**src/rtl/sm_hex_display_pkg.sv**
```systemverilog
// Shared constants for the seven-segment display multiplexer: decode table,
// segment bit positions and the digit-index width helper.
package sm_hex_display_pkg;

  // Bit positions inside the 8-bit {dp,g,f,e,d,c,b,a} segment bus
  localparam int SEG_A  = 0;
  localparam int SEG_G  = 6;
  localparam int SEG_DP = 7;

  // Hex nibble to segments a..g, 1 = lit
  localparam logic [6:0] SEG7 [16] = '{
    7'h3F, 7'h06, 7'h5B, 7'h4F, 7'h66, 7'h6D, 7'h7D, 7'h07,
    7'h7F, 7'h6F, 7'h77, 7'h7C, 7'h39, 7'h5E, 7'h79, 7'h71
  };

  // Width of a counter that indexes n digits; a single digit still needs one bit
  function automatic int idx_width(input int n);
    return (n <= 2) ? 1 : $clog2(n);
  endfunction

endpackage

```
**src/rtl/sm_hex_display_mux_hex_to_seg7.sv**
```systemverilog
// Combinational hex nibble to seven-segment decoder (active-high segments).
module hex_to_seg7
  import sm_hex_display_pkg::*;
(
  input  logic [3:0]         nibble,
  output logic [SEG_G:SEG_A] seg7
);

  assign seg7 = SEG7[nibble];

endmodule

```
**src/rtl/sm_hex_display_mux.sv**
```systemverilog
// Time-multiplexed seven-segment driver. Scans NUM_DIGITS digits with a
// 2^DIV_BITS-clock slot, dims with a 4-bit PWM, and double-buffers the display
// data so new values only appear at a frame boundary.
module sm_hex_display_mux
  import sm_hex_display_pkg::*;
#(
  parameter int NUM_DIGITS     = 3,
  parameter int DIV_BITS       = 10,
  parameter bit SEG_ACTIVE_LOW = 1'b1,
  parameter bit DIG_ACTIVE_LOW = 1'b0
) (
  input  logic                    clkin,
  input  logic                    reset,
  input  logic [4*NUM_DIGITS-1:0] hex_value,
  input  logic [NUM_DIGITS-1:0]   dp_in,
  input  logic [NUM_DIGITS-1:0]   blank_in,
  input  logic                    load,
  input  logic [3:0]              brightness,
  output logic [7:0]              seg,
  output logic [NUM_DIGITS-1:0]   dig_sel,
  output logic                    frame_start
);

  localparam int                    IW       = idx_width(NUM_DIGITS);
  localparam logic [IW-1:0]         LAST_IDX = IW'(NUM_DIGITS - 1);
  localparam logic [7:0]            SEG_OFF  = {8{SEG_ACTIVE_LOW}};
  localparam logic [NUM_DIGITS-1:0] DIG_OFF  = {NUM_DIGITS{DIG_ACTIVE_LOW}};

  logic [DIV_BITS-1:0]     pre;
  logic [IW-1:0]           idx;
  logic                    slot_tick;
  logic                    wrap_tick;

  logic [4*NUM_DIGITS-1:0] pend_hex;
  logic [NUM_DIGITS-1:0]   pend_dp;
  logic [NUM_DIGITS-1:0]   pend_blank;
  logic                    pend_flag;
  logic [4*NUM_DIGITS-1:0] act_hex;
  logic [NUM_DIGITS-1:0]   act_dp;
  logic [NUM_DIGITS-1:0]   act_blank;

  logic                    first_q;
  logic [3:0]              cur_nib;
  logic                    cur_dp;
  logic                    cur_blank;
  logic [NUM_DIGITS-1:0]   dig_onehot;
  logic [SEG_G:SEG_A]      seg7;
  logic [7:0]              seg_raw;
  logic [3:0]              phase;
  logic                    lit;

  assign slot_tick = &pre;
  assign wrap_tick = slot_tick && (idx == LAST_IDX);
  assign phase     = pre[DIV_BITS-1 -: 4];

  // Prescaler and digit index; idx wraps explicitly so odd digit counts never overrun
  always_ff @(posedge clkin) begin
    if (reset) begin
      pre <= '0;
      idx <= '0;
    end else begin
      pre <= pre + 1'b1;
      if (slot_tick) begin
        idx <= (idx == LAST_IDX) ? '0 : idx + 1'b1;
      end
    end
  end

  // Pending/active buffers; a load coinciding with the wrap tick bypasses pending
  always_ff @(posedge clkin) begin
    if (reset) begin
      pend_hex   <= '0;
      pend_dp    <= '0;
      pend_blank <= '0;
      pend_flag  <= 1'b0;
      act_hex    <= '0;
      act_dp     <= '0;
      act_blank  <= '1;
    end else if (wrap_tick) begin
      pend_flag <= 1'b0;
      if (load) begin
        act_hex   <= hex_value;
        act_dp    <= dp_in;
        act_blank <= blank_in;
      end else if (pend_flag) begin
        act_hex   <= pend_hex;
        act_dp    <= pend_dp;
        act_blank <= pend_blank;
      end
    end else if (load) begin
      pend_hex   <= hex_value;
      pend_dp    <= dp_in;
      pend_blank <= blank_in;
      pend_flag  <= 1'b1;
    end
  end

  // Select the active digit's data and its one-hot enable
  always_comb begin
    cur_nib    = '0;
    cur_dp     = 1'b0;
    cur_blank  = 1'b1;
    dig_onehot = '0;
    for (int i = 0; i < NUM_DIGITS; i++) begin
      if (idx == IW'(i)) begin
        cur_nib       = act_hex[4*i +: 4];
        cur_dp        = act_dp[i];
        cur_blank     = act_blank[i];
        dig_onehot[i] = 1'b1;
      end
    end
  end

  hex_to_seg7 u_dec (
    .nibble (cur_nib),
    .seg7   (seg7)
  );

  // Assemble the active-high segment word and the PWM/blank lit decision
  always_comb begin
    seg_raw              = '0;
    seg_raw[SEG_G:SEG_A] = seg7;
    seg_raw[SEG_DP]      = cur_dp;
    lit                  = !cur_blank && ((brightness == 4'hF) || (phase < brightness));
  end

  // Marks the first cycle after reset so frame_start pulses then too
  always_ff @(posedge clkin) begin
    if (reset) begin
      first_q <= 1'b1;
    end else begin
      first_q <= 1'b0;
    end
  end

  // Registered pins: seg and dig_sel update on the same edge, so no mixed-digit cycle
  always_ff @(posedge clkin) begin
    if (reset) begin
      seg         <= SEG_OFF;
      dig_sel     <= DIG_OFF;
      frame_start <= 1'b0;
    end else begin
      seg         <= lit ? (seg_raw ^ SEG_OFF) : SEG_OFF;
      dig_sel     <= lit ? (dig_onehot ^ DIG_OFF) : DIG_OFF;
      frame_start <= wrap_tick | first_q;
    end
  end

endmodule

```
**config.mk**
```make
export PLATFORM = sky130hd
export DESIGN_NAME = sm_hex_display_mux
export DESIGN_NICKNAME = d
export VERILOG_FILES = /design/src/rtl/sm_hex_display_pkg.sv /design/src/rtl/sm_hex_display_mux_hex_to_seg7.sv /design/src/rtl/sm_hex_display_mux.sv
export SDC_FILE = /design/constraint.sdc
export NUM_CORES = 1
export LEC_CHECK = 0
export ABC_CLOCK_PERIOD_IN_PS = 6500
export BUFFER_PORTS_ARGS = -buffer_cell sky130_fd_sc_hd__clkbuf_2
export CAP_MARGIN = 20
export CELL_PAD_IN_SITES_DETAIL_PLACEMENT = 1
export CELL_PAD_IN_SITES_GLOBAL_PLACEMENT = 2
export CORE_MARGIN = 2
export CORE_UTILIZATION = 31
export DETAILED_ROUTE_END_ITERATION = 16
export GPL_ROUTABILITY_DRIVEN = 0
export GPL_TIMING_DRIVEN = 0
export PLACE_DENSITY = 0.77
export SETUP_SLACK_MARGIN = 0.5
export SYNTH_ARGS = -nofsm -noshare
export SYNTH_HDL_FRONTEND = slang
export SYNTH_SLANG_ARGS = --single-unit
```
**constraint.sdc**
```tcl
create_clock -name clkin -period 6.5 [get_ports clkin]
set_clock_uncertainty 0.05 [all_clocks]
set_input_delay 0.975 -clock clkin [delete_from_list [all_inputs] [get_ports clkin]]
set_output_delay 0.975 -clock clkin [all_outputs]
set_load 0.02 [all_outputs]
```
After elaboration in Yosys (flattened, before gate mapping):

Memory sizes are Yosys's and may differ from the RTL's.
Cells that the tools add are included.

* add/sub/neg operators: 2
* $mul: 0
* div/mod/pow operators: 0
* order comparisons: 2
* eq/ne operators: 3
* shifts and indexed selects: 0
* muxes and demuxes: 22
* bitwise gates (word level): 5
* reductions and logical operators: 11

Operators with widths (number)
* 2-to-1 mux 12 bit: 2
* 2-to-1 mux 7 bit: 2
* 2-to-1 mux 3 bit: 4
* 2-to-1 mux 4 bit: 3
* adder 10 x 1 -> 10 bit, second input constant: 1
* 2-to-1 mux 1 bit: 10
* AND reduction 10 bit: 1
* NOT 8 bit: 1
* greater-or-equal comparator 5 bit, second input constant: 1
* NOT 4 -> 5 bit: 1
* equality test 4 bit, second input constant: 1
* < comparator 4 bit: 1
* AND reduction 2 bit: 2
* OR reduction 2 bit: 2
* adder 2 x 1 -> 2 bit, second input constant: 1
* equality test 2 x 1 -> 1 bit, second input constant: 1
* equality test 2 bit, second input constant: 1
* logical AND 1 bit: 2
* zero test 2 bit: 1
* 2-to-1 mux 2 bit: 1
* NOT 1 bit: 2
* nonzero test 2 bit: 1
* zero test 1 bit: 1
* logical OR 1 bit: 1
* bitwise OR 1 bit: 1

* bits in registers: 62
* bits in latches: 0
* RAM bits: 0
* bits in read-only memories: 112
* input bits: 25
* output and inout bits: 12
* logic and storage cells: 59
* memories: 1

Memory list
* (no name shown): depth 16, bits a word 7, rd ports 1, clocked after Yosys merged registers in 0, wr ports 0, RTL line sm_hex_display_mux_hex_to_seg7.sv:9 `assign seg7 = SEG7[nibble];`

Logic depth before layout (Yosys ltp):

Gate-level depths: netlist of run 1.

* word-level depth: 9
* gate-level depth with buffers: 9

By module:

From an unflattened synthesis of run 1, not the netlist that was laid out.

* cells, all modules: 312
* area, all modules: 2939.1 µm²

By module, submodules not included
* sm_hex_display_mux: instances 1, cells an instance 279, area an instance 2648.8 µm², seq. area each 1241.2 µm²
* hex_to_seg7: instances 1, cells an instance 33, area an instance 290.3 µm², seq. area each 0.0 µm²

Worst setup path before layout of run 1:

OpenSTA, ideal clock, no wires.

* kind: input to register
* start point: input port brightness[1]
* end point: register seg[2]
* library setup time: 145 ps
* data arrival time: 1982 ps
* data required time: 6305 ps
* setup slack: 4323 ps
* cell stages on the path: 7
* path buffers: 1
* cells stage by stage: inv_1 > ha_1 > o21ai_0 > o21ai_0 > a211oi_1 > buf_2 > o311ai_0

* cells in the longest elaborated chain, start to end: 5
* elaborated cells on any way between the ends: 6

RTL lines
* from (decl): RTL line sm_hex_display_mux.sv:18 `input logic [3:0] brightness,`
* < comparator 4 bit / equality test 4 bit (equally long branches): RTL line sm_hex_display_mux.sv:124 `lit = !cur_blank && ((brightness == 4'hF) || (phase < brightness));`
* logical OR 1 bit (*): RTL line sm_hex_display_mux.sv:124
* logical AND 1 bit (*): RTL line sm_hex_display_mux.sv:124
* NOT 1 bit (no line) (*)
* OR reduction 2 bit (no line) (*)
* to (signal assigned): RTL line sm_hex_display_mux.sv:143 `seg <= lit ? (seg_raw ^ SEG_OFF) : SEG_OFF;`
* to (decl): RTL line sm_hex_display_mux.sv:19 `output logic [7:0] seg,`

Every way passes the cells marked *; elsewhere a longest branch is shown, timed or not.
A chain may end at the register's enable or synchronous reset.

Worst setup path in the final report of run 1:

* start point: register idx[1]
* end point: register seg[3]

* cells in the longest elaborated chain, start to end: 9
* elaborated cells on any way between the ends: 18

RTL lines
* from (decl): RTL line sm_hex_display_mux.sv:30 `logic [IW-1:0] idx;`
* from (signal assigned): RTL line sm_hex_display_mux.sv:64 `idx <= (idx == LAST_IDX) ? '0 : idx + 1'b1;`
* zero test 2 bit: RTL line sm_hex_display_mux.sv:105 `if (idx == IW'(i)) begin`
* 2-to-1 mux 4 bit (3 in series): RTL line sm_hex_display_mux.sv:105
* NOT 4 -> 5 bit (not written as such): RTL line sm_hex_display_mux_hex_to_seg7.sv:9
* memory (16 x 7 bit)
* 2-to-1 mux 7 bit (not written as such) (2 in series): RTL line sm_hex_display_mux_hex_to_seg7.sv:9
* NOT 8 bit (no line)

Parallel ways exist; a longest one is shown, timed or not. The select of a mux whose other input is x is not followed.

==> impl_metrics.env, run 1 <==
export IMPL_syn_instance_count=291
export IMPL_peakVddDrop_v=0.0000976
export IMPL_nFillCells=1088
export IMPL_design_die_area_um2=10300
export IMPL_clkSinkCount=62
export IMPL_syn2layout_area_growth_pct=17.8
export IMPL_totalPowerFinal_uw=812
export IMPL_synth_top_family_by_area="compound AO/OA/AOI/OAI gates"
export IMPL_crit_type="flop to flop"
export IMPL_min_delay_start="first_q$_DFF_P_"
export IMPL_synth_seq_cells=62
export IMPL_setup_viol=0
export IMPL_final_common_cell="dfxtp_1"
export IMPL_mostFrequentLayoutCells="62 x dfxtp_1, 45 x mux2i_1, 36 x clkbuf_2, 34 x nor2_1, 18 x a21oi_1"
export IMPL_endpoint_kind="flop"
export IMPL_slew_violations=0
export IMPL_gr_usage_all_layers_pct=14.8
export IMPL_max_slew_margin_rel_pct=49.8
export IMPL_status="finished, final reports clean"
export IMPL_synth_net_count=326
export IMPL_cts_clk_slew_worst_paths_ns=0.07
export IMPL_synth_compound_area_share_pct=16.2
export IMPL_crit_fanout=10
export IMPL_synth_edf_count=0
export IMPL_powerDensity_nw_per_um2=235
export IMPL_reg2reg_depth=9
export IMPL_grt_pass1_wl_um=11700
export IMPL_dpl_hpwl_um=5030
export IMPL_startpoint="idx[1]$_SDFFE_PP0P_"
export IMPL_ios=37
export IMPL_via_count=2230
export IMPL_synth_adder_area_share_pct=4.26
export IMPL_grt_pass1_vias=2305
export IMPL_grt_max_degree=11
export IMPL_postCtsSetupRepairBufs=0
export IMPL_maxCapViolations=0
export IMPL_yosys_warnings=0
export IMPL_rsz0062_at_grt="no"
export IMPL_portBuffers=36
export IMPL_num_rows=35
export IMPL_synth_top_area_share_pct=42.3
export IMPL_drc_errors=0
export IMPL_yosysTopAreaCell="dfxtp_1"
export IMPL_cts_tree="built"
export IMPL_muxShareOfSynthArea_pct=16.1
export IMPL_cts_resized=0
export IMPL_holdCritPathClass="flop to flop"
export IMPL_drtIter0Drc=46
export IMPL_seq_area_frac_synth_pct=42.3
export IMPL_cts_made_buffers=9
export IMPL_overflow=0
export IMPL_arrival_ns=2.78
export IMPL_highest_layer="met4"
export IMPL_synth_ff_type="dfxtp_1"
export IMPL_dp_slack_ns=3.92
export IMPL_cp_required_ns=6.68
export IMPL_fp_dieH_um=101
export IMPL_synth_area_leaders="dfxtp_1 42%, mux2i_1 15%, nor2_1 4.3%"
export IMPL_met3RoutedLength_um=233
export IMPL_setup_tns_final_ns=0
export IMPL_fmax_mhz=384
export IMPL_final_nets=373
export IMPL_htreeDepth=3
export IMPL_worst_pin_slew_ns=0.754
export IMPL_wl_met2_um=3150
export IMPL_antenna_left=0
export IMPL_finalHoldViolations=0
export IMPL_met1Wirelength_um=3410
export IMPL_final_min_clock_period_ns=2.60
export IMPL_via_per_inst=4.92
export IMPL_avgRoutedWirePerCell_um=15.3
export IMPL_finalWirelength_um=6920
export IMPL_root_buffer="clkbuf_8"
export IMPL_clk_latency_ns=0.35
export IMPL_setup_worst_path_end="seg[3]$_SDFF_PP1_"
export IMPL_synth_simple_area_share_pct=13.4
export IMPL_r2r_setup_slack_ns=3.90
export IMPL_drive_above_1_share_pct=22.2
export IMPL_r2r_end="seg[3]$_SDFF_PP1_"
export IMPL_synth_avg_cell_area_um2=10.1
export IMPL_antenna_found_initial=0
export IMPL_hold_buffers=0
export IMPL_synth_xor_area_share_pct=2.98
export IMPL_fin_area_um2=3460
export IMPL_netlist_area_um2=2940
export IMPL_drtPass1Iterations=4
export IMPL_fp_dieW_um=101
export IMPL_post_dp_cell_area_um2=3250
export IMPL_rr_startpoint="idx[1]$_SDFFE_PP0P_"
export IMPL_floorplan_initialDensity_pct=31.9
export IMPL_antennaDiodeCount=0
export IMPL_clock_path_buffers=2
export IMPL_startpoint_type="flop"
export IMPL_postLayoutSetupSlackWorst_ns=3.90
export IMPL_coreArea_um2=9200
export IMPL_synthArstFlopShare_pct=0
export IMPL_synth_distinct_cells=46
export IMPL_leakage_nw=1.42
export IMPL_min_period_over_period_pct=40.0
worst min path at each step:
stage / end / slack (ns) / cells after the start
after floorplan: frame_start$_SDFF_PP0_ / 0.37 / 2
after CTS: frame_start$_SDFF_PP0_ / 0.41 / 2
after global placement: frame_start$_SDFF_PP0_ / 0.39 / 2
final: frame_start$_SDFF_PP0_ / 0.40 / 2
after detailed placement: frame_start$_SDFF_PP0_ / 0.39 / 2
after global routing: frame_start$_SDFF_PP0_ / 0.45 / 2
sequential cells by signal, indices dropped and copies added (netlist names):
name and count:
act_hex 12, pend_hex 12, pre 10, seg 8, act_blank 3, act_dp 3
dig_sel 3, pend_blank 3, pend_dp 3, idx 2, first_q 1, frame_start 1
pend_flag 1
worst max-delay path, stage by stage (launching register included):
cell and delay, ns:
dfxtp_1 0.43, buf_4 0.23, mux2_2 0.35, a22oi_1 0.47, inv_1 0.15, ha_1 0.28
inv_1 0.10, a211oi_1 0.05, a211oi_1 0.24, o21ai_0 0.12
logic make-up after synthesis:
family,Yosys count
AND/OR/NAND/NOR,73
AO/OA/AOI/OAI,62
flip-flops,62
multiplexers,47
buffers and inverters,27
XOR/XNOR,10
adder cells (fa/ha/maj),10
synth_stat cells (all sizes together), types with 3 or more instances:
library cell and number:
a211oi 24, a21oi 18, buf 9, clkbuf 9, dfxtp 62, ha 10
inv 9, mux2i 45, nand2 6, nand3 4, nand4 3, nor2 34
nor2b 7, nor3 4, nor3b 4, o211ai 3, o21ai 4, xnor2 4
xor2 6
per-layer routing:
| metal | track usage (%) | vias to the layer above |
|---|---|---|
| met5 | 0 | - |
| met3 | 3.86 | 12 |
| met2 | 22.9 | 32 |
| met4 | 6.86 | 0 |
| li1 | - | 1137 |
| met1 | 19.4 | 1049 |
through the flow:
stage / instances / hold WS, ns / util, %
2_1_floorplan: 291 / 0.366 / -
3_3_place_gp: 438 / 0.388 / 35.4
3_5_place_dp: 438 / 0.392 / 35.4
4_1_cts: 453 / 0.411 / 37.6
5_1_grt: 453 / 0.448 / 37.6
6_report: 453 / 0.404 / 37.6
power breakdown:
part           switching [mW]  leakage, nW  total [mW]  internal, mW
Combinational          0.0306        0.810      0.0537        0.0231
Sequential            0.00482        0.505       0.394         0.389
Clock                   0.153        0.106       0.365         0.212
cell type report:
class | instances | area (um^2) | share of cell area [%]
tap | 111 | 139 | 4.02
clock buffer | 10 | 128 | 3.69
timing repair buffer | 36 | 180 | 5.21
multi-input combinational | 202 | 1550 | 45.0
inverter | 9 | 33.8 | 0.977
clock inverter | 5 | 75.1 | 2.17
sequential | 62 | 1240 | 35.9
buffer | 18 | 106 | 3.08
(Power assumes the default switching activity.)
==> run 2, diff against run 1 <==
Settings changed: ABC_CLOCK_PERIOD_IN_PS 6500 to 2400.
Clock period 6.5 ns to 2.4 ns, I/O delays scaled along.
==> impl_metrics.env, run 2 (same netlist as run 1, synthesis figures left out) <==
export IMPL_syn2layout_area_growth_pct=29.3
export IMPL_max_stage_delay_ns=0.39
export IMPL_hold_buffers=0
export IMPL_portBuffers=36
export IMPL_stdcell_count=474
export IMPL_final_nets=393
export IMPL_r2r_setup_slack_ns=0.37
export IMPL_grt_pass1_wl_um=11400
export IMPL_via_per_inst=5.00
export IMPL_crit_type="flop to flop"
export IMPL_cp_required_ns=2.63
export IMPL_cts_made_buffers=9
export IMPL_coreArea_um2=9200
export IMPL_fp_dieH_um=101
export IMPL_drtIter0Drc=51
export IMPL_holdCritPathClass="input pin to flop"
export IMPL_root_buffer="clkbuf_8"
export IMPL_antennaDiodeCount=0
export IMPL_endpoint_kind="flop"
export IMPL_floorplan_initialDensity_pct=31.9
export IMPL_drtPass1Iterations=4
export IMPL_status="finished, final reports clean"
export IMPL_cp_num_buf_inv=3
export IMPL_final_min_clock_period_ns=2.03
export IMPL_leakage_nw=1.55
export IMPL_powerDensity_nw_per_um2=586
export IMPL_dpl_hpwl_um=4880
export IMPL_startpoint_type="flop"
export IMPL_fp_dieW_um=101
export IMPL_cts_clk_slew_worst_paths_ns=0.07
export IMPL_final_common_cell="dfxtp_1"
export IMPL_slew_violations=0
export IMPL_arrival_ns=2.26
export IMPL_postLayoutSetupSlackWorst_ns=0.371
export IMPL_finalWirelength_um=7370
export IMPL_peakVddDrop_v=0.000303
export IMPL_finalHoldViolations=0
export IMPL_design_die_area_um2=10300
export IMPL_clkSinkCount=62
export IMPL_worst_pin_slew_ns=0.733
export IMPL_path_cells="buf_8 > mux2_4 > a22oi_2 > buf_4 > ha_4 > inv_2 > a211oi_4 > a211oi_2 > o21ai_1"
export IMPL_antenna_found_initial=0
export IMPL_reg_top3="act_hex x12, pend_hex x12, pre x10"
export IMPL_crit_family="compound AO/OA/AOI/OAI gates"
export IMPL_maxCapViolations=0
export IMPL_cts_tree="built"
export IMPL_drive_above_1_share_pct=32.8
export IMPL_min_period_over_period_pct=84.5
export IMPL_crit_fanout=5
export IMPL_antenna_left=0
export IMPL_max_slew_margin_rel_pct=51.2
export IMPL_finalHoldWorstSlack_ns=0.0856
export IMPL_mostFrequentLayoutCells="59 x dfxtp_1, 44 x mux2i_1, 36 x clkbuf_2, 34 x nor2_1, 21 x buf_4"
export IMPL_clock_path_buffers=2
export IMPL_setup_tns_final_ns=0
export IMPL_fmax_mhz=493
export IMPL_overflow=0
export IMPL_clk_latency_ns=0.35
export IMPL_setup_viol=0
export IMPL_dp_slack_ns=0.107
export IMPL_avgRoutedWirePerCell_um=15.5
export IMPL_grt_max_degree=11
export IMPL_totalPowerFinal_mw=2.22
export IMPL_htreeDepth=3
export IMPL_ios=37
export IMPL_num_rows=35
export IMPL_placedCellCount=438
export IMPL_rsz0062_at_grt="yes"
export IMPL_grt_pass1_vias=2242
export IMPL_gr_usage_all_layers_pct=14.6
export IMPL_via_count=2370
export IMPL_crit_slowest_cell="dfxtp_4"
export IMPL_drc_errors=0
[run 2: worst reg2reg max path: stages (launching register included)]
cell	delay, ns
dfxtp_4	0.39
buf_8	0.12
mux2_4	0.30
a22oi_2	0.27
buf_4	0.18
ha_4	0.13
inv_2	0.04
a211oi_4	0.26
a211oi_2	0.08
o21ai_1	0.15
[run 2: final timing paths]
kind / from / endpoint / depth (start not counted)
worst min-delay path: reset / first_q$_DFF_P_ / 1
worst min register to register: pre[0]$_SDFF_PP0_ / pre[0]$_SDFF_PP0_ / 1
worst max-delay path: idx[1]$_SDFFE_PP0P_ / seg[3]$_SDFF_PP1_ / 9
worst max register to register: idx[1]$_SDFFE_PP0P_ / seg[3]$_SDFF_PP1_ / 9
[run 2: timing repair]
| action | 4_1_cts | 5_1_grt |
|---|---|---|
| setup buffers | 5 | 14 |
| gates resized for setup | 9 | 29 |
| gates cloned | 0 | 1 |
| pin swaps | 2 | 8 |
| endpoints found under the setup margin | 35 | 35 |
| endpoints found under the hold margin | 0 | 0 |
[run 2: per-layer routing]
layer | vias up | track usage, % | wire length (um)
li1 | 1178 | - | -
met1 | 1140 | 19.7 | 3520
met2 | 42 | 21.6 | 3400
met3 | 10 | 3.80 | 287
met4 | 0 | 7.17 | 157
met5 | - | 0 | 0
[run 2: cell type report]
type	instances	area (um^2)
inverters	9	37.5
well taps	111	139
plain buffers	18	133
multi-input cells	202	1670
fillers	1047	5400
flip-flops and latches	62	1250
clock inverters	3	40.0
clock buffers	13	179
repair buffers	56	347
[run 2: metrics by stage]
| stage | cell area [um^2] | util, % |
|---|---|---|
| 6_report | 3800 | 41.3 |
| 4_1_cts | 3560 | 38.7 |
| 5_1_grt | 3800 | 41.3 |
| 3_3_place_gp | 3270 | 35.5 |
| 3_5_place_dp | 3270 | 35.5 |
| 2_1_floorplan | 2950 | - |
[run 2: report_power, final]
| group | switching [mW] | internal [mW] |
|---|---|---|
| registers | 0.0149 | 1.05 |
| clock network | 0.413 | 0.590 |
| logic | 0.0851 | 0.0685 |
| total | 0.513 | 1.71 |
==> run 3, diff against run 2 <==
Settings changed: ABC_CLOCK_PERIOD_IN_PS 2400 to 1770, PLACE_DENSITY 0.77 to 0.8.
Clock period 2.4 ns to 1.77 ns, I/O delays scaled along.
==> impl_metrics.env, run 3 (same netlist as run 1, synthesis figures left out) <==
export IMPL_cts_made_buffers=9
export IMPL_maxCapViolations=0
export IMPL_dp_slack_ns=-0.353
export IMPL_endpoint_kind="flop"
export IMPL_antennaDiodeCount=0
export IMPL_slew_violations=0
export IMPL_max_stage_delay_ns=0.38
export IMPL_design_die_area_um2=10300
export IMPL_placedCellCount=438
export IMPL_fmax_mhz=529
export IMPL_antenna_found_initial=0
export IMPL_final_nets=417
export IMPL_cp_required_ns=1.96
export IMPL_crit_family="compound AO/OA/AOI/OAI gates"
export IMPL_antenna_left=0
export IMPL_via_count=2502
export IMPL_clkSinkCount=62
export IMPL_crit_slowest_cell="dfxtp_4"
export IMPL_postLayoutSetupSlackWorst_ns=-0.122
export IMPL_holdCritPathClass="input pin to flop"
export IMPL_htreeDepth=3
export IMPL_cts_tree="built"
export IMPL_reg_top3="act_hex x12, pend_hex x12, pre x10"
export IMPL_num_rows=35
export IMPL_dpl_hpwl_um=4960
export IMPL_worst_pin_slew_ns=0.765
export IMPL_grt_pass1_wl_um=14100
export IMPL_crit_type="flop to flop"
export IMPL_crit_fanout=4
export IMPL_floorplan_initialDensity_pct=31.9
export IMPL_grt_max_degree=11
export IMPL_clk_latency_ns=0.35
export IMPL_cp_num_buf_inv=3
export IMPL_startpoint_type="flop"
export IMPL_final_min_clock_period_ns=1.89
export IMPL_min_period_over_period_pct=107
export IMPL_coreArea_um2=9200
export IMPL_mostFrequentLayoutCells="53 x dfxtp_1, 42 x mux2i_1, 41 x clkbuf_2, 33 x nor2_1, 20 x buf_6"
export IMPL_status="finished with violations"
export IMPL_fp_dieW_um=101
export IMPL_avgRoutedWirePerCell_um=17.6
export IMPL_drtPass1Iterations=5
export IMPL_fp_dieH_um=101
export IMPL_drtIter0Drc=98
export IMPL_ios=37
export IMPL_grt_pass1_vias=2678
export IMPL_finalHoldViolations=0
export IMPL_root_buffer="clkbuf_8"
export IMPL_drc_errors=0
export IMPL_leakage_nw=1.83
export IMPL_gr_usage_all_layers_pct=18.1
export IMPL_clock_path_buffers=2
export IMPL_setup_viol=30
export IMPL_powerDensity_nw_per_um2=714
export IMPL_finalWirelength_um=8770
export IMPL_rsz0062_at_grt="yes"
export IMPL_overflow=0
export IMPL_final_common_cell="dfxtp_1"
export IMPL_via_per_inst=5.02
export IMPL_portBuffers=36
export IMPL_arrival_ns=2.08
export IMPL_syn2layout_area_growth_pct=48.7
export IMPL_totalPowerFinal_mw=3.12
export IMPL_max_slew_margin_rel_pct=49.0
export IMPL_path_cells="buf_8 > mux2_4 > a22oi_2 > inv_2 > ha_4 > inv_4 > a211oi_4 > a211oi_2 > o21ai_1"
export IMPL_peakVddDrop_v=0.000385
export IMPL_nFillCells=1010
export IMPL_drive_above_1_share_pct=46.8
export IMPL_cts_clk_slew_worst_paths_ns=0.08
export IMPL_stdcell_count=498
export IMPL_violations="setup timing"
## run 3: cell count changes in the layout (fill, tap and decap cells not counted), moves of 5 or more
cell and change:
a211oi_1 -5, a211oi_2 +5, a21oi_1 -8, a21oi_2 +5
buf_6 +20, clkbuf_2 +5, dfxtp_1 -6, dfxtp_2 +5
## run 3: final timing paths
| path | to | start | slack [ns] | cells after the start |
|---|---|---|---|---|
| worst min-delay path | pend_hex[4]$_SDFFE_PP0P_ | hex_value[4] | 0.12 | 3 |
| worst min register to register | pend_blank[0]$_SDFFE_PP0P_ | pend_blank[0]$_SDFFE_PP0P_ | 0.44 | 2 |
| worst max register to register | seg[3]$_SDFF_PP1_ | idx[1]$_SDFFE_PP0P_ | -0.12 | 9 |
| worst max-delay path | seg[3]$_SDFF_PP1_ | idx[1]$_SDFFE_PP0P_ | -0.12 | 9 |
## run 3: timing repair
action	CTS	global route
setup endpoints to repair	53	58
buffers inserted	33	7
cloned	3	0
gates resized for setup	62	33
hold buffers	1	0
pin swaps	29	6
hold endpoints to repair	1	0
## run 3: per-layer routing
| layer | track usage, % | wire length (um) | up-vias |
|---|---|---|---|
| met1 | 22.4 | 3930 | 1206 |
| met2 | 30.8 | 4320 | 48 |
| met3 | 3.17 | 281 | 17 |
| met5 | 0 | 0 | - |
| li1 | - | - | 1231 |
| met4 | 8.21 | 231 | 0 |
## run 3: area by class of cell
cell class              instances  area, um^2  share of cell area, %
plain buffers                  18         149                   3.41
clock buffers                  14         194                   4.44
clock inverters                 2        35.0                  0.803
inverters                       9        40.0                  0.917
multi-input cells             202        1870                   42.8
flip-flops and latches         62        1260                   28.9
well taps                     111         139                   3.18
repair buffers                 80         679                   15.6
## run 3: through the flow
stage | hold WS, ns | TNS, ns | utilization (%) | area [um^2]
floorplan | 0.243 | -0.148 | - | 3030
global placement | 0.334 | -3.95 | 36.4 | 3350
global route | 0.127 | -4.22 | 47.5 | 4370
detailed placement | 0.343 | -5.17 | 36.4 | 3350
CTS | 0.121 | -0.358 | 45.6 | 4190
finish | 0.121 | -0.989 | 47.5 | 4370
## run 3: worst min-delay path: stages
cell	delay, ns
clkbuf_2	0.08
mux2i_1	0.06
nor2_1	0.08
## run 3: where the power goes
part / switching, mW / internal [mW]
Clock: 0.585 / 0.851
Combinational: 0.130 / 0.106
Sequential: 0.0205 / 1.43
